$ cat src/rtl/dp_pkg.sv
// Shared opcode encodings, flag bit positions and decode helpers for the
// two-stage ALU datapath.
package dp_pkg;

   localparam logic [7:0] OP_ADD = 8'h00;
   localparam logic [7:0] OP_SUB = 8'h01;
   localparam logic [7:0] OP_AND = 8'h02;
   localparam logic [7:0] OP_OR  = 8'h03;
   localparam logic [7:0] OP_XOR = 8'h04;
   localparam logic [7:0] OP_NOT = 8'h05;
   localparam logic [7:0] OP_SHL = 8'h06;
   localparam logic [7:0] OP_SHR = 8'h07;
   localparam logic [7:0] OP_SAR = 8'h08;
   localparam logic [7:0] OP_CMP = 8'h09;
   localparam logic [7:0] OP_MOV = 8'h0A;

   localparam int unsigned FLG_C = 0;
   localparam int unsigned FLG_Z = 1;
   localparam int unsigned FLG_N = 2;
   localparam int unsigned FLG_V = 3;

   // Codes above OP_MOV are undefined: result 0, no writeback, flags kept.
   function automatic logic op_defined(input logic [7:0] op);
      return (op <= OP_MOV);
   endfunction

   function automatic logic op_writes(input logic [7:0] op);
      return (op <= OP_MOV) && (op != OP_CMP);
   endfunction

endpackage

$ cat src/rtl/dp_regfile.sv
// General register file: two asynchronous read ports, one synchronous write
// port, synchronous active-high clear of every entry.
module dp_regfile #(
   parameter int unsigned DATA_W = 16,
   parameter int unsigned NREGS  = 16,
   parameter int unsigned ADDR_W = $clog2(NREGS)
) (
   input  logic              clk,
   input  logic              reset,
   input  logic [ADDR_W-1:0] i_raddr_a,
   input  logic [ADDR_W-1:0] i_raddr_b,
   output logic [DATA_W-1:0] o_rdata_a,
   output logic [DATA_W-1:0] o_rdata_b,
   input  logic              i_we,
   input  logic [ADDR_W-1:0] i_waddr,
   input  logic [DATA_W-1:0] i_wdata
);

   logic [DATA_W-1:0] r_mem [NREGS];

   always_ff @(posedge clk) begin
      if (reset) begin
         for (int i = 0; i < int'(NREGS); i++) begin
            r_mem[i] <= '0;
         end
      end else if (i_we) begin
         r_mem[i_waddr] <= i_wdata;
      end
   end

   assign o_rdata_a = r_mem[i_raddr_a];
   assign o_rdata_b = r_mem[i_raddr_b];

endmodule

$ cat src/rtl/alu_datapath_pipe.sv
// Two-stage (OP capture, EX/writeback) register-file ALU datapath with a
// valid/ready result stream. Define DP_FORWARD_EN for the EX-to-OP bypass.
module alu_datapath_pipe
   import dp_pkg::*;
#(
   parameter int unsigned DATA_W = 16,
   parameter int unsigned NREGS  = 16,
   parameter int unsigned ADDR_W = $clog2(NREGS)
) (
   input  logic              clk,
   input  logic              reset,
   input  logic              in_valid,
   output logic              in_ready,
   input  logic [7:0]        opcode,
   input  logic [ADDR_W-1:0] rs1,
   input  logic [ADDR_W-1:0] rs2,
   input  logic [ADDR_W-1:0] rd,
   input  logic              we,
   input  logic              imm_sel,
   input  logic [DATA_W-1:0] immediate,
   output logic [DATA_W-1:0] out,
   output logic              out_valid,
   input  logic              out_ready,
   output logic [3:0]        flags
);

   localparam int unsigned SH_W = $clog2(DATA_W);
   localparam int unsigned MSB  = DATA_W - 1;

   logic              r_op_valid;
   logic [7:0]        r_op_code;
   logic [DATA_W-1:0] r_op_a;
   logic [DATA_W-1:0] r_op_b;
   logic [ADDR_W-1:0] r_op_rd;
   logic              r_op_we;

   logic [DATA_W-1:0] r_out;
   logic              r_out_valid;
   logic [3:0]        r_flags;

   logic              w_adv;
   logic              w_hazard;
   logic              w_accept;
   logic              w_ex_wr;
   logic [DATA_W-1:0] w_rf_a;
   logic [DATA_W-1:0] w_rf_b;
   logic [DATA_W-1:0] w_src_a;
   logic [DATA_W-1:0] w_src_b;
   logic [DATA_W-1:0] w_res;
   logic [DATA_W:0]   w_ext;
   logic [SH_W-1:0]   w_sh;
   logic              w_c;
   logic              w_v;

   assign w_adv    = !r_out_valid || out_ready;
   assign in_ready = w_adv && !w_hazard && !reset;
   assign w_accept = in_valid && in_ready;
   assign w_ex_wr  = w_adv && r_op_valid && r_op_we && op_writes(r_op_code);

`ifdef DP_FORWARD_EN
   assign w_hazard = 1'b0;
   assign w_src_a  = (w_ex_wr && (r_op_rd == rs1)) ? w_res : w_rf_a;
   assign w_src_b  = (w_ex_wr && (r_op_rd == rs2)) ? w_res : w_rf_b;
`else
   // Hold a consumer of the in-flight destination until its writeback lands.
   assign w_hazard = r_op_valid && r_op_we && op_writes(r_op_code) &&
                     ((rs1 == r_op_rd) || (!imm_sel && (rs2 == r_op_rd)));
   assign w_src_a  = w_rf_a;
   assign w_src_b  = w_rf_b;
`endif

   dp_regfile #(
      .DATA_W (DATA_W),
      .NREGS  (NREGS),
      .ADDR_W (ADDR_W)
   ) u_regfile (
      .clk       (clk),
      .reset     (reset),
      .i_raddr_a (rs1),
      .i_raddr_b (rs2),
      .o_rdata_a (w_rf_a),
      .o_rdata_b (w_rf_b),
      .i_we      (w_ex_wr),
      .i_waddr   (r_op_rd),
      .i_wdata   (w_res)
   );

   always_ff @(posedge clk) begin
      if (reset) begin
         r_op_valid <= 1'b0;
         r_op_code  <= '0;
         r_op_a     <= '0;
         r_op_b     <= '0;
         r_op_rd    <= '0;
         r_op_we    <= 1'b0;
      end else if (w_accept) begin
         r_op_valid <= 1'b1;
         r_op_code  <= opcode;
         r_op_a     <= w_src_a;
         r_op_b     <= imm_sel ? immediate : w_src_b;
         r_op_rd    <= rd;
         r_op_we    <= we;
      end else if (w_adv) begin
         r_op_valid <= 1'b0;
      end
   end

   assign w_sh = r_op_b[SH_W-1:0];

   // Shifts run on a one-bit-wider vector so the last bit out lands in w_ext.
   always_comb begin
      w_res = '0;
      w_ext = '0;
      w_c   = 1'b0;
      w_v   = 1'b0;
      case (r_op_code)
         OP_ADD: begin
            w_ext = {1'b0, r_op_a} + {1'b0, r_op_b};
            w_res = w_ext[DATA_W-1:0];
            w_c   = w_ext[DATA_W];
            w_v   = (r_op_a[MSB] == r_op_b[MSB]) && (w_res[MSB] != r_op_a[MSB]);
         end
         OP_SUB, OP_CMP: begin
            w_ext = {1'b0, r_op_a} - {1'b0, r_op_b};
            w_res = w_ext[DATA_W-1:0];
            w_c   = !w_ext[DATA_W];
            w_v   = (r_op_a[MSB] != r_op_b[MSB]) && (w_res[MSB] != r_op_a[MSB]);
         end
         OP_AND: w_res = r_op_a & r_op_b;
         OP_OR:  w_res = r_op_a | r_op_b;
         OP_XOR: w_res = r_op_a ^ r_op_b;
         OP_NOT: w_res = ~r_op_a;
         OP_SHL: begin
            w_ext = {1'b0, r_op_a} << w_sh;
            w_res = w_ext[DATA_W-1:0];
            w_c   = w_ext[DATA_W];
         end
         OP_SHR: begin
            w_ext = {r_op_a, 1'b0} >> w_sh;
            w_res = w_ext[DATA_W:1];
            w_c   = w_ext[0];
         end
         OP_SAR: begin
            w_ext = $signed({r_op_a, 1'b0}) >>> w_sh;
            w_res = w_ext[DATA_W:1];
            w_c   = w_ext[0];
         end
         OP_MOV: w_res = r_op_b;
         default: w_res = '0;
      endcase
   end

   always_ff @(posedge clk) begin
      if (reset) begin
         r_out       <= '0;
         r_out_valid <= 1'b0;
         r_flags     <= '0;
      end else if (w_adv) begin
         r_out_valid <= r_op_valid;
         if (r_op_valid) begin
            r_out <= w_res;
            if (op_defined(r_op_code)) begin
               r_flags[FLG_C] <= w_c;
               r_flags[FLG_Z] <= (w_res == '0);
               r_flags[FLG_N] <= w_res[MSB];
               r_flags[FLG_V] <= w_v;
            end
         end
      end
   end

   assign out       = r_out;
   assign out_valid = r_out_valid;
   assign flags     = r_flags;

endmodule

$ cat config.mk
export PLATFORM = sky130hd
export DESIGN_NAME = alu_datapath_pipe
export DESIGN_NICKNAME = d
export VERILOG_FILES = /design/src/rtl/dp_pkg.sv /design/src/rtl/dp_regfile.sv /design/src/rtl/alu_datapath_pipe.sv
export SDC_FILE = /design/constraint.sdc
export NUM_CORES = 1
export LEC_CHECK = 0
export CORE_MARGIN = 4
export CORE_UTILIZATION = 35
export CTS_BUF_LIST = sky130_fd_sc_hd__clkbuf_4
export DETAILED_ROUTE_END_ITERATION = 7
export MAX_ROUTING_LAYER = met4
export PLACE_DENSITY = 0.53
export SLEW_MARGIN = 30
export SYNTH_ARGS = -nofsm -noshare
export SYNTH_HDL_FRONTEND = slang
export SYNTH_HIERARCHICAL = 1
export SYNTH_SLANG_ARGS = --single-unit
$ cat constraint.sdc
create_clock -name clk -period 4.67 [get_ports clk]
set_input_delay 0.934 -clock clk [delete_from_list [all_inputs] [get_ports clk]]
set_output_delay 0.934 -clock clk [all_outputs]
set_load 0.02 [all_outputs]
==> impl_table.tex, run 1 <==
\begin{tabular}{lr}
\hline
Metric & Value \\
\hline
\multicolumn{2}{l}{\textbf{Yosys}} \\
Count of cell types in the netlist & 91 \\
Sequential area share after synthesis & 43.5\% \\
Average footprint of a synthesized cell & 11.5 um\^{}2 \\
Post-Synthesis Cells & 1800 \\
Share of synthesized flip-flops with an asynchronous set or reset & 0\% \\
Number of synthesized register bits & 323 \\
Leading register cell type out of synthesis & edfxtp\_1 \\
Post-synthesis cell area & 20700 um\^{}2 \\
Number of warnings reported in the yosys synthesis log & 6 \\
Number of synthesized flops with an enable pin & 256 \\
Syn nets & 1894 \\
\multicolumn{2}{l}{\textbf{GRT}} \\
Initial antenna violation count & 1 \\
Vias in the first global route & 16.1k \\
Global-route total usage across every layer & 23.9\% \\
GRT Residual Overflow & 0 \\
Pin count of the biggest net entering global routing & 68 \\
Global-route wire length before repair & 109000 um \\
\multicolumn{2}{l}{\textbf{Die}} \\
Number of I/O pins & 64 \\
Die Span X & 251 um \\
Cell row count & 88 \\
Effective utilization at floorplan & 35.7\% \\
Total Die Area & 63200 um\^{}2 \\
Standard cell core area & 58100 um\^{}2 \\
Vertical die dimension & 251 um \\
\multicolumn{2}{l}{\textbf{STA}} \\
Max Clock Freq & 228 MHz \\
Clock period minus worst slack & 4.38 ns \\
Transition time at the pin with the least slew margin & 1.05 ns \\
Worst clock skew & 0.0529 ns \\
Rel. slew slack & 30.3\% \\
Hold violation total from the final report & 0 \\
Worst hold-check slack & 0.458 ns \\
RSZ-0062 raised after global routing & no \\
Final Worst Setup Slack & 0.288 ns \\
Sum of negative setup slack & 0 ns \\
Final setup violation count & 0 \\
Period Utilization, post-route & 93.8\% \\
Final Max Slew Viols & 0 \\
\multicolumn{2}{l}{\textbf{Job}} \\
Max capacitance violation total & 0 \\
\multicolumn{2}{l}{\textbf{Power}} \\
Power per cell area & 311 nW/um\^{}2 \\
Worst ir drop on vdd & 0.000166 V \\
Total power & 7.31 mW \\
Lkg Pwr & 8.59 nW \\
\multicolumn{2}{l}{\textbf{Clocking}} \\
Clock root buffer master & clkbuf\_4 \\
Cts repair resizes & 0 \\
Hold Buf Count CTS & 0 \\
Post-CTS repair timing setup buffer count & 0 \\
Maximum number of buffers from clock root to sink & 3 \\
Number of clock buffers inserted by TritonCTS & 88 \\
Clock latency at the later pin of the worst-skew pair & 0.82 ns \\
Sink count of the clock tree & 323 \\
Clock transition at the registers of the reported paths & 0.06 ns \\
H-Tree Depth & 3 \\
CTS tree & yes \\
\multicolumn{2}{l}{\textbf{Layout}} \\
Final instance area & 23500 um\^{}2 \\
Synth-to-Final Area Change & 13.3\% \\
Number of fill cells & 5624 \\
Number of nets in the finished design & 1977 \\
Ratio of cells with drive above 1 in the final layout & 23.2\% \\
\multicolumn{2}{l}{\textbf{Critical path}} \\
CP cell instances & nor4\_4 -> nand2\_1 -> o21ai\_0 -> nor3\_1 -> nor3\_1 -> clkdlybuf4s50\_1 \\
Buffer and inverter count on the worst path & 1 \\
Cell type group with the largest total delay on the critical path & simple AND/OR/NAND/NOR gates \\
Maximum net fanout on the critical path & 10 \\
Delay of the slowest cell on the worst path & 0.64 ns \\
Arrival time of data at the critical path endpoint & 3.45 ns \\
Data required time at the worst endpoint & 3.74 ns \\
Setup crit start kind & register \\
Critical Setup Path Class & reg -> out \\
Setup slack, reg-to-reg & 0.56 ns \\
Slowest-stage cell, CP & nor4\_4 \\
Capturing element type of the critical path & output port \\
CP most frequent cell & nor3\_1 \\
\multicolumn{2}{l}{\textbf{Routing}} \\
Final wirelength & 74700 um \\
Post-detailed-route DRC marker count & 0 \\
Routed vias/inst & 5.90 \\
Routed length per instance & 27.6 um \\
Initial DRC count & 1623 \\
Overall via count from detail\_route & 16.0k \\
Detailed-routing iteration count for the pre-antenna-repair pass & 6 \\
ANT nets after route & 0 \\
\multicolumn{2}{l}{\textbf{Min path}} \\
Hold Crit Class & reg -> reg \\
\multicolumn{2}{l}{\textbf{Placement}} \\
Minimum setup slack after placement & 0.295 ns \\
Half-perimeter wire length of the detailed placement result & 51000 um \\
RePlAce Congestion & 0.939 \\
Placed Instance Area & 22300 um\^{}2 \\
PortBufs & 63 \\
\multicolumn{2}{l}{\textbf{Status}} \\
Result of the run & complete, no violations \\
\hline
\end{tabular}
==> kinds of logic (layout without fill, tap and decap cells) <==
| kind of cell | Yosys count | count (layout) | share of synthesized area [%] |
|---|---|---|---|
| buf+inv | 221 | 367 | 4.42 |
| simple gates | 635 | 635 | 16.9 |
| mux | 233 | 233 | 20.1 |
| xor+xnor | 16 | 16 | 0.676 |
| compound gates | 320 | 320 | 11.2 |
| other cells | 0 | 1 | 0 |
| fa+ha+maj | 52 | 52 | 3.21 |
| flops | 323 | 323 | 43.5 |
==> report_power, final <==
group / internal [mW] / leakage [nW] / total, mW / switching [mW]
combinational: 0.506 / 4.72 / 1.39 / 0.881
sequential: 3.20 / 3.19 / 3.28 / 0.0817
clock: 1.45 / 0.682 / 2.64 / 1.20
total: 5.15 / 8.59 / 7.31 / 2.16
==> sequential cells by signal (all words and copies together), names as in the netlist <==
name	cells
r_op_we	1
r_op_b	16
flags	4
r_op_a	16
out_valid	1
r_op_rd	4
out	16
r_op_code	8
r_op_valid	1
u_regfile/r_mem	256
==> path summary, 6_finish.rpt <==
path,cells after the start,endpoint,startpoint
max,6,in_ready,r_op_code[7]$_SDFFE_PP0P_
min reg2reg,2,flags[2]$_SDFFE_PP0P_,flags[2]$_SDFFE_PP0P_
min,2,flags[2]$_SDFFE_PP0P_,flags[2]$_SDFFE_PP0P_
max reg2reg,15,u_regfile/r_mem[14][14]$_SDFFCE_PN0P_,r_op_a[0]$_SDFFE_PP0P_
==> per-layer routing <==
layer	wire length, um	GRT usage [%]	part of all wire (%)
met5	0	-	0
met3	5020	3.07	6.7
met2	37500	39.9	50
met1	30300	30.7	41
met4	1960	7.20	2.6
==> cells in the final DEF (no fill, tap or decap), drive strengths merged, types with 13 or more instances in the layout <==
cell type | netlist | layout
edfxtp | 256 | 256
buf | 57 | 99
and2 | 262 | 262
nor4 | 13 | 13
o21ai | 34 | 34
nor2 | 148 | 148
nand2 | 75 | 75
nor3 | 31 | 31
or2 | 17 | 17
ha | 50 | 50
a211oi | 41 | 41
o22ai | 14 | 14
a21oi | 51 | 51
mux4 | 145 | 145
clkbuf | 107 | 132
a22oi | 72 | 72
clkdlybuf4s50 | 0 | 58
dfxtp | 67 | 67
nand2b | 14 | 14
inv | 55 | 57
clkinv | 2 | 17
nor2b | 16 | 16
mux2i | 77 | 77
==> tightest hold or removal path: cells and delay by family (launching register included) <==
| family | cells | cell delay, ns |
|---|---|---|
| flip-flops | 1 | 0.31 |
| AO/OA/AOI/OAI | 1 | 0.05 |
| AND/OR/NAND/NOR | 1 | 0.05 |
==> area by class of cell <==
class,instances,area (um^2),area share [%]
Multi-Input combinational cell,1256,10800,46.0
Clock inverter,21,161,0.687
Inverter,57,214,0.911
Antenna cell,1,2.50,0.0107
Sequential cell,323,9030,38.4
Tap cell,765,957,4.07
Clock buffer,132,991,4.22
Timing Repair Buffer,157,1330,5.66
==> through the flow <==
step                      util, %  std cells
after floorplan                 -       1800
after global placement       38.4       2558
after detailed placement     38.4       2558
after CTS                    40.4       2711
after global routing         40.4       2712
final                        40.4       2712
==> Yosys cell counts (16+ instances only) <==
master	number	area (um^2)
mux4_2	145	3270
and2_1	245	1530
o21ai_0	30	150
clkbuf_1	104	390
nor2b_1	16	100
dfxtp_1	67	1340
a21oi_1	50	250
a22oi_1	72	541
edfxtp_1	256	7690
a211oi_1	38	285
nor3_1	27	135
inv_1	53	199
mux2i_1	77	771
or2_2	16	100
and2_2	16	120
nand2_1	75	282
buf_2	42	210
ha_1	50	626
nor2_1	145	544
(Power assumes the default switching activity.)
==> inputs of run 2 (changes only) <==
- CORE_ASPECT_RATIO: unset -> 0.8
==> run 2 against run 1 <==
Non-clock buffer count shrank 8. Fmax rose by 1.1%. Design area fell by 0.19%. Sequential power hardly changed. Sequential cell count is the same. Register-to-register slack worse by 0.04 ns. First-iteration DRC count rose by 36%. Critical endpoint unchanged.
==> impl_table.tex, run 2 (synthesis results as in run 1) <==
\begin{tabular}{lr}
\hline
Metric & Value \\
\hline
\multicolumn{2}{l}{\textbf{STA}} \\
Final Max Slew Viols & 0 (unchanged) \\
Max Clock Freq & 231 MHz (+1.1\%) \\
Worst hold-check slack & 0.464 ns (+0.00657 ns) \\
Worst clock skew & 0.0850 ns (+0.0320 ns) \\
Clock period minus worst slack & 4.33 ns (-0.0493 ns) \\
Transition time at the pin with the least slew margin & 0.977 ns (-0.0686 ns) \\
Period Utilization, post-route & 92.8\% (-1.1 points) \\
RSZ-0062 raised after global routing & no \\
Sum of negative setup slack & 0 ns (unchanged) \\
Hold violation total from the final report & 0 (unchanged) \\
Final setup violation count & 0 (unchanged) \\
Rel. slew slack & 34.9\% (+4.6 points) \\
\multicolumn{2}{l}{\textbf{Die}} \\
Total Die Area & 63300 um\^{}2 (about the same) \\
Effective utilization at floorplan & 35.5\% (-0.17 points) \\
Die Span X & 280 um (+11\%) \\
Cell row count & 79 (-10\%) \\
Standard cell core area & 58400 um\^{}2 (+0.48\%) \\
Number of I/O pins & 64 (unchanged) \\
Vertical die dimension & 226 um (-10\%) \\
\multicolumn{2}{l}{\textbf{Clocking}} \\
Clock root buffer master & clkbuf\_4 \\
Number of clock buffers inserted by TritonCTS & 87 (-1.1\%) \\
Clock transition at the registers of the reported paths & 0.06 ns (about the same) \\
H-Tree Depth & 3 (unchanged) \\
Hold Buf Count CTS & 0 (unchanged) \\
Sink count of the clock tree & 323 (unchanged) \\
Maximum number of buffers from clock root to sink & 3 (unchanged) \\
Clock latency at the later pin of the worst-skew pair & 0.84 ns (+0.02 ns) \\
CTS tree & yes \\
\multicolumn{2}{l}{\textbf{GRT}} \\
Global-route wire length before repair & 105000 um (-3.6\%) \\
Met3 Track Usage GR & 6.19\% (+3.1 points) \\
Most Used Layer, Global Route & met1 \\
Global-route total usage across every layer & 23.1\% (-0.81 points) \\
Initial antenna violation count & 2 (+1) \\
M2 GR Usage & 32.1\% (-7.9 points) \\
Pin count of the biggest net entering global routing & 65 (-4.4\%) \\
Global-route track usage on met1 & 33.3\% (+2.6 points) \\
Vias in the first global route & 15.8k (-1.7\%) \\
GRT Residual Overflow & 0 (unchanged) \\
\multicolumn{2}{l}{\textbf{Layout}} \\
Ratio of cells with drive above 1 in the final layout & 22.8\% (-0.44 points) \\
Number of fill cells & 5636 (+0.21\%) \\
Post-route insts no fill & 2711 (-0.037\%) \\
Synth-to-Final Area Change & 13.1\% \\
Commonest cells after routing, fill and taps aside & 256 x edfxtp\_1, 244 x and2\_1, 145 x nor2\_1, 145 x mux4\_2, 126 x clkbuf\_4 \\
Number of nets in the finished design & 1968 (-0.46\%) \\
Reg with most FFs & u\_regfile/r\_mem \\
Flip-flop count of the largest register, all copies and words added & 256 (unchanged) \\
Most common cell after layout, fill and taps aside & edfxtp\_1 \\
\multicolumn{2}{l}{\textbf{Critical path}} \\
Critical Setup Path Class & reg -> out \\
Setup crit start kind & register \\
Arrival time of data at the critical path endpoint & 3.40 ns (-0.05 ns) \\
Maximum net fanout on the critical path & 11 (+1) \\
Capturing element type of the critical path & output port \\
Data required time at the worst endpoint & 3.74 ns (about the same) \\
\multicolumn{2}{l}{\textbf{Routing}} \\
Routed length per instance & 26.6 um (-3.6\%) \\
Overall via count from detail\_route & 16.0k (+0.044\%) \\
Routed vias/inst & 5.91 (about the same) \\
Post-detailed-route DRC marker count & 0 (unchanged) \\
Detailed-routing iteration count for the pre-antenna-repair pass & 7 (+1) \\
ANT nets after route & 0 (unchanged) \\
Initial DRC count & 2210 (+36\%) \\
Final wirelength & 72000 um (-3.6\%) \\
\multicolumn{2}{l}{\textbf{Job}} \\
Max capacitance violation total & 0 (unchanged) \\
\multicolumn{2}{l}{\textbf{Placement}} \\
PortBufs & 63 (unchanged) \\
Total placed cells including tap cells & 2553 (-0.20\%) \\
RePlAce Congestion & 0.988 (+5.2\%) \\
Half-perimeter wire length of the detailed placement result & 50800 um (-0.39\%) \\
\multicolumn{2}{l}{\textbf{Power}} \\
Power per cell area & 310 nW/um\^{}2 (-0.50\%) \\
Worst ir drop on vdd & 0.000157 V (-5.1\%) \\
Lkg Pwr & 8.55 nW (-0.49\%) \\
\multicolumn{2}{l}{\textbf{Status}} \\
Result of the run & complete, no violations \\
\multicolumn{2}{l}{\textbf{Min path}} \\
Hold Crit Class & reg -> reg \\
\hline
\end{tabular}
-- run 2: cell type report --
type	count	area [um^2]	share of cell area [%]
diodes	2	5.00	0.0213
clock buffers	126	946	4.03
clock inverters	29	185	0.790
inverters	57	214	0.912
multi-input cells	1256	10800	46.1
flip-flops and latches	323	9030	38.5
well taps	769	962	4.10
repair buffers	149	1290	5.51
-- run 2: path summary, 6_finish.rpt --
| path | from | endpoint | slack (ns) | depth (start not counted) |
|---|---|---|---|---|
| max | r_op_code[3]$_SDFFE_PP0P_ | in_ready | 0.34 | 7 |
| min | flags[2]$_SDFFE_PP0P_ | flags[2]$_SDFFE_PP0P_ | 0.46 | 2 |
| max reg2reg | r_op_a[0]$_SDFFE_PP0P_ | u_regfile/r_mem[12][14]$_SDFFCE_PN0P_ | 0.52 | 15 |
| min reg2reg | flags[2]$_SDFFE_PP0P_ | flags[2]$_SDFFE_PP0P_ | 0.46 | 2 |
-- run 2: worst max-delay path: stages, from the launching register on --
cell and delay, ns:
dfxtp_1 0.66, nor2b_1 0.24, nand2_1 0.24, o21ai_0 0.30, buf_4 0.18, nor3_1 0.05
nor3_1 0.22, clkdlybuf4s50_1 0.66
-- run 2: timing repair --
item                                    in CTS  in global routing
endpoints found under the setup margin       1                  1
endpoints found under the hold margin        0                  0
pin swaps                                    1                  1
setup buffers                                0                  1
resized for setup                            0                  0
-- run 2: power by group --
| part | internal (mW) | switching (mW) |
|---|---|---|
| Sequential | 3.20 | 0.0884 |
| Combinational | 0.507 | 0.865 |
| Clock | 1.36 | 1.25 |
-- run 2: through the flow --
stage	instance area [um^2]	setup slack (ns)	power (mW)	util, %
final	23500	0.337	7.26	40.1
after CTS	23400	0.0152	7.34	40.1
after global placement	22300	0.724	4.69	38.2
after detailed placement	22300	0.691	4.70	38.2
after global routing	23500	0.106	7.61	40.1
after floorplan	20700	1.09	4.16	-
-- run 2: layer usage --
layer | vias to the layer above | share of wire [%]
li1 | 7002 | -
met1 | 8078 | 45
met2 | 807 | 42
met3 | 126 | 10
met4 | 0 | 2.5
met5 | - | 0
==> inputs of run 3 (changes only) <==
- CORE_MARGIN: 4 -> 2
==> run 3 against run 2 <==
Clock-buffer cell count fell by 14. Global-route usage rose by 2.0 points. Register-to-register slack got worse by 0.02 ns. Die area fell by 3.2%. Setup slack improved by 0.15 ns. First-iteration DRC count fell by 2.5%. Sequential share of layout area rose by 0.080 points. Power fell by 1.8%. Core utilization fell by 0.084 points. Fmax rose by 3.6%. Non-clock buffer count rose by 7. Combinational power rose by 3%.
==> impl_table.tex, run 3 (synthesis results as in run 1) <==
\begin{tabular}{lr}
\hline
Metric & Value \\
\hline
\multicolumn{2}{l}{\textbf{Clocking}} \\
Sink count of the clock tree & 323 (unchanged) \\
Clock root buffer master & clkbuf\_4 \\
CTS tree & yes \\
Maximum number of buffers from clock root to sink & 3 (unchanged) \\
Clock latency at the later pin of the worst-skew pair & 0.85 ns (about the same) \\
H-Tree Depth & 3 (unchanged) \\
Clock transition at the registers of the reported paths & 0.07 ns (about the same) \\
Number of clock buffers inserted by TritonCTS & 83 (-4.6\%) \\
\multicolumn{2}{l}{\textbf{GRT}} \\
Vias in the first global route & 15.7k (-0.90\%) \\
Global-route wire length before repair & 110000 um (+4.5\%) \\
GRT Residual Overflow & 0 (unchanged) \\
Pin count of the biggest net entering global routing & 65 (unchanged) \\
Initial antenna violation count & 6 (+4) \\
Global-route total usage across every layer & 25.1\% (+2.0 points) \\
\multicolumn{2}{l}{\textbf{Die}} \\
Effective utilization at floorplan & 35.5\% (unchanged) \\
Total Die Area & 61200 um\^{}2 (-3.2\%) \\
Standard cell core area & 58400 um\^{}2 (unchanged) \\
Cell row count & 79 (unchanged) \\
Vertical die dimension & 222 um (-1.8\%) \\
Number of I/O pins & 64 (unchanged) \\
Die Span X & 276 um (-1.4\%) \\
\multicolumn{2}{l}{\textbf{Power}} \\
Internal power component & 4.89 mW (-3.3\%) \\
Lkg Pwr & 8.52 nW (-0.33\%) \\
Clock group share of total power & 34.1\% (-1.7 points) \\
Worst ir drop on vdd & 0.000135 V (-14\%) \\
Sequential power share & 46.1\% (+0.8 points) \\
Net switching component of the power & 2.24 mW (+1.7\%) \\
Power per cell area & 305 nW/um\^{}2 (-1.6\%) \\
Sw Share & 31.4\% (+1.1 points) \\
Gate power share & 19.8\% (+0.9 points) \\
\multicolumn{2}{l}{\textbf{STA}} \\
Transition time at the pin with the least slew margin & 1.09 ns (+0.111 ns) \\
Hold violation total from the final report & 0 (unchanged) \\
Worst clock skew & 0.0946 ns (+0.00960 ns) \\
Max Clock Freq & 239 MHz (+3.6\%) \\
Final setup violation count & 0 (unchanged) \\
RSZ-0062 raised after global routing & no \\
Sum of negative setup slack & 0 ns (unchanged) \\
Period Utilization, post-route & 89.5\% (-3.2 points) \\
Final Max Slew Viols & 0 (unchanged) \\
Rel. slew slack & 26.8\% (-8.0 points) \\
Clock period minus worst slack & 4.18 ns (-0.151 ns) \\
\multicolumn{2}{l}{\textbf{Critical path}} \\
CP cell instances & nor2b\_1 -> nand2\_1 -> o21ai\_0 -> buf\_4 -> nor3\_1 -> nor3\_1 -> clkdlybuf4s50\_1 \\
Setup crit start kind & register \\
Data required time at the worst endpoint & 3.74 ns (about the same) \\
Setup slack, reg-to-reg & 0.50 ns (-0.02 ns) \\
Slowest-stage cell, CP & clkdlybuf4s50\_1 \\
Capturing element type of the critical path & output port \\
Maximum net fanout on the critical path & 11 (unchanged) \\
Worst R2R Start & r\_op\_code[3]\$\_SDFFE\_PP0P\_ \\
Launching element of the worst setup path & r\_op\_code[3]\$\_SDFFE\_PP0P\_ \\
CP most frequent cell & nor3\_1 \\
Critical Setup Path Class & reg -> out \\
Worst-case reg-to-reg path depth & 9 (-6) \\
Arrival time of data at the critical path endpoint & 3.25 ns (-0.15 ns) \\
Reg2Reg Capture Point & u\_regfile/r\_mem[14][11]\$\_SDFFCE\_PN0P\_ \\
Last element of the critical path & in\_ready \\
Delay of the slowest cell on the worst path & 0.65 ns (about the same) \\
\multicolumn{2}{l}{\textbf{Placement}} \\
Placed Instance Area & 22400 um\^{}2 (+0.26\%) \\
RePlAce Congestion & 1.02 (+2.8\%) \\
Total placed cells including tap cells & 2560 (+0.27\%) \\
PortBufs & 63 (unchanged) \\
Half-perimeter wire length of the detailed placement result & 52300 um (+3.0\%) \\
\multicolumn{2}{l}{\textbf{Routing}} \\
Routed vias/inst & 5.95 (+0.79\%) \\
Final wirelength & 74900 um (+4.0\%) \\
Initial DRC count & 2154 (-2.5\%) \\
Post-detailed-route DRC marker count & 0 (unchanged) \\
Overall via count from detail\_route & 16.1k (+0.79\%) \\
Routed length per instance & 27.6 um (+4.0\%) \\
ANT nets after route & 0 (unchanged) \\
Detailed-routing iteration count for the pre-antenna-repair pass & 5 (-2) \\
\multicolumn{2}{l}{\textbf{Layout}} \\
Synth-to-Final Area Change & 12.8\% \\
Most common cell after layout, fill and taps aside & edfxtp\_1 \\
Flip-flop count of the largest register, all copies and words added & 256 (unchanged) \\
Post-route insts no fill & 2711 (unchanged) \\
Ratio of cells with drive above 1 in the final layout & 22.8\% (+0.035 points) \\
Commonest cells after routing, fill and taps aside & 256 x edfxtp\_1, 242 x and2\_1, 145 x nor2\_1, 145 x mux4\_2, 112 x clkbuf\_4 \\
Number of nets in the finished design & 1971 (+0.15\%) \\
Reg with most FFs & u\_regfile/r\_mem \\
Final instance area & 23400 um\^{}2 (-0.21\%) \\
\multicolumn{2}{l}{\textbf{Status}} \\
Result of the run & complete, no violations \\
\multicolumn{2}{l}{\textbf{Min path}} \\
Start point of the worst min-delay path & out[15]\$\_SDFFE\_PP0P\_ \\
Hold Crit Class & reg -> reg \\
\multicolumn{2}{l}{\textbf{Job}} \\
Max capacitance violation total & 0 (unchanged) \\
\hline
\end{tabular}
==> run 3: changes by cell type in the layout (fill, tap and decap cells not counted), sizes merged <==
cell / delta
buf: +7
bufinv: -1
clkbuf: -14
clkinv: +3
clkinvlp: +1
diode: +3
inv: +1
==> run 3: per-stage QoR <==
step	power, mW	hold slack, ns	utilization, %	worst slack (ns)
after floorplan	4.16	0.453	-	1.09
after global placement	4.72	0.451	38.3	0.712
after detailed placement	4.73	0.456	38.3	0.656
after CTS	7.19	0.446	40.0	0.0462
after global routing	7.45	0.482	40.1	0.248
final	7.13	0.463	40.1	0.488
==> run 3: critical path: cells and delay by family (launching register included) <==
kind                   cells  cell delay [ns]
and+or+nand+nor            4             0.75
buffers and inverters      2             0.82
AOI/OAI and AO/OA          1             0.27
DFF                        1             0.60
==> run 3: cell type report <==
cell class	count	area, um^2
sequential	323	9030
timing repair buffer	156	1340
clock buffer	112	841
multi-input combinational	1256	10800
fill	5610	35000
antenna	5	12.5
tap	769	962
inverter	57	214
clock inverter	33	183
==> run 3: power by group through the flow <==
stage	registers, mW	clock network, mW	logic, mW
6_report	3.29	2.43	1.41
5_1_grt	3.30	2.66	1.50
4_1_cts	3.28	2.52	1.39
3_5_place_dp	3.35	0	1.38
3_3_place_gp	3.34	0	1.38
2_1_floorplan	3.31	0	0.849
==> run 3: worst min-delay path by stage <==
| stage | to | cells after the start |
|---|---|---|
| final | out[15]$_SDFFE_PP0P_ | 2 |
| after global routing | flags[2]$_SDFFE_PP0P_ | 2 |
| after CTS | r_op_rd[3]$_SDFFE_PP0P_ | 2 |
| after detailed placement | flags[2]$_SDFFE_PP0P_ | 2 |
| after global placement | out[15]$_SDFFE_PP0P_ | 2 |
| after floorplan | r_op_we$_SDFFE_PP0P_ | 2 |
==> run 3: what timing repair did <==
action / in CTS / in global routing
hold buffers: 0 / 0
resized for setup: 0 / 0
setup endpoints to repair: 0 / 1
buffers inserted: 0 / 1
==> run 3: routing by layer <==
layer	up-vias	part of all wire, %	track usage [%]
met2	896	41	33.6
met4	0	1.9	6.38
met1	8137	46	37.6
li1	7021	-	-
met3	86	11	5.86
met5	-	0	-
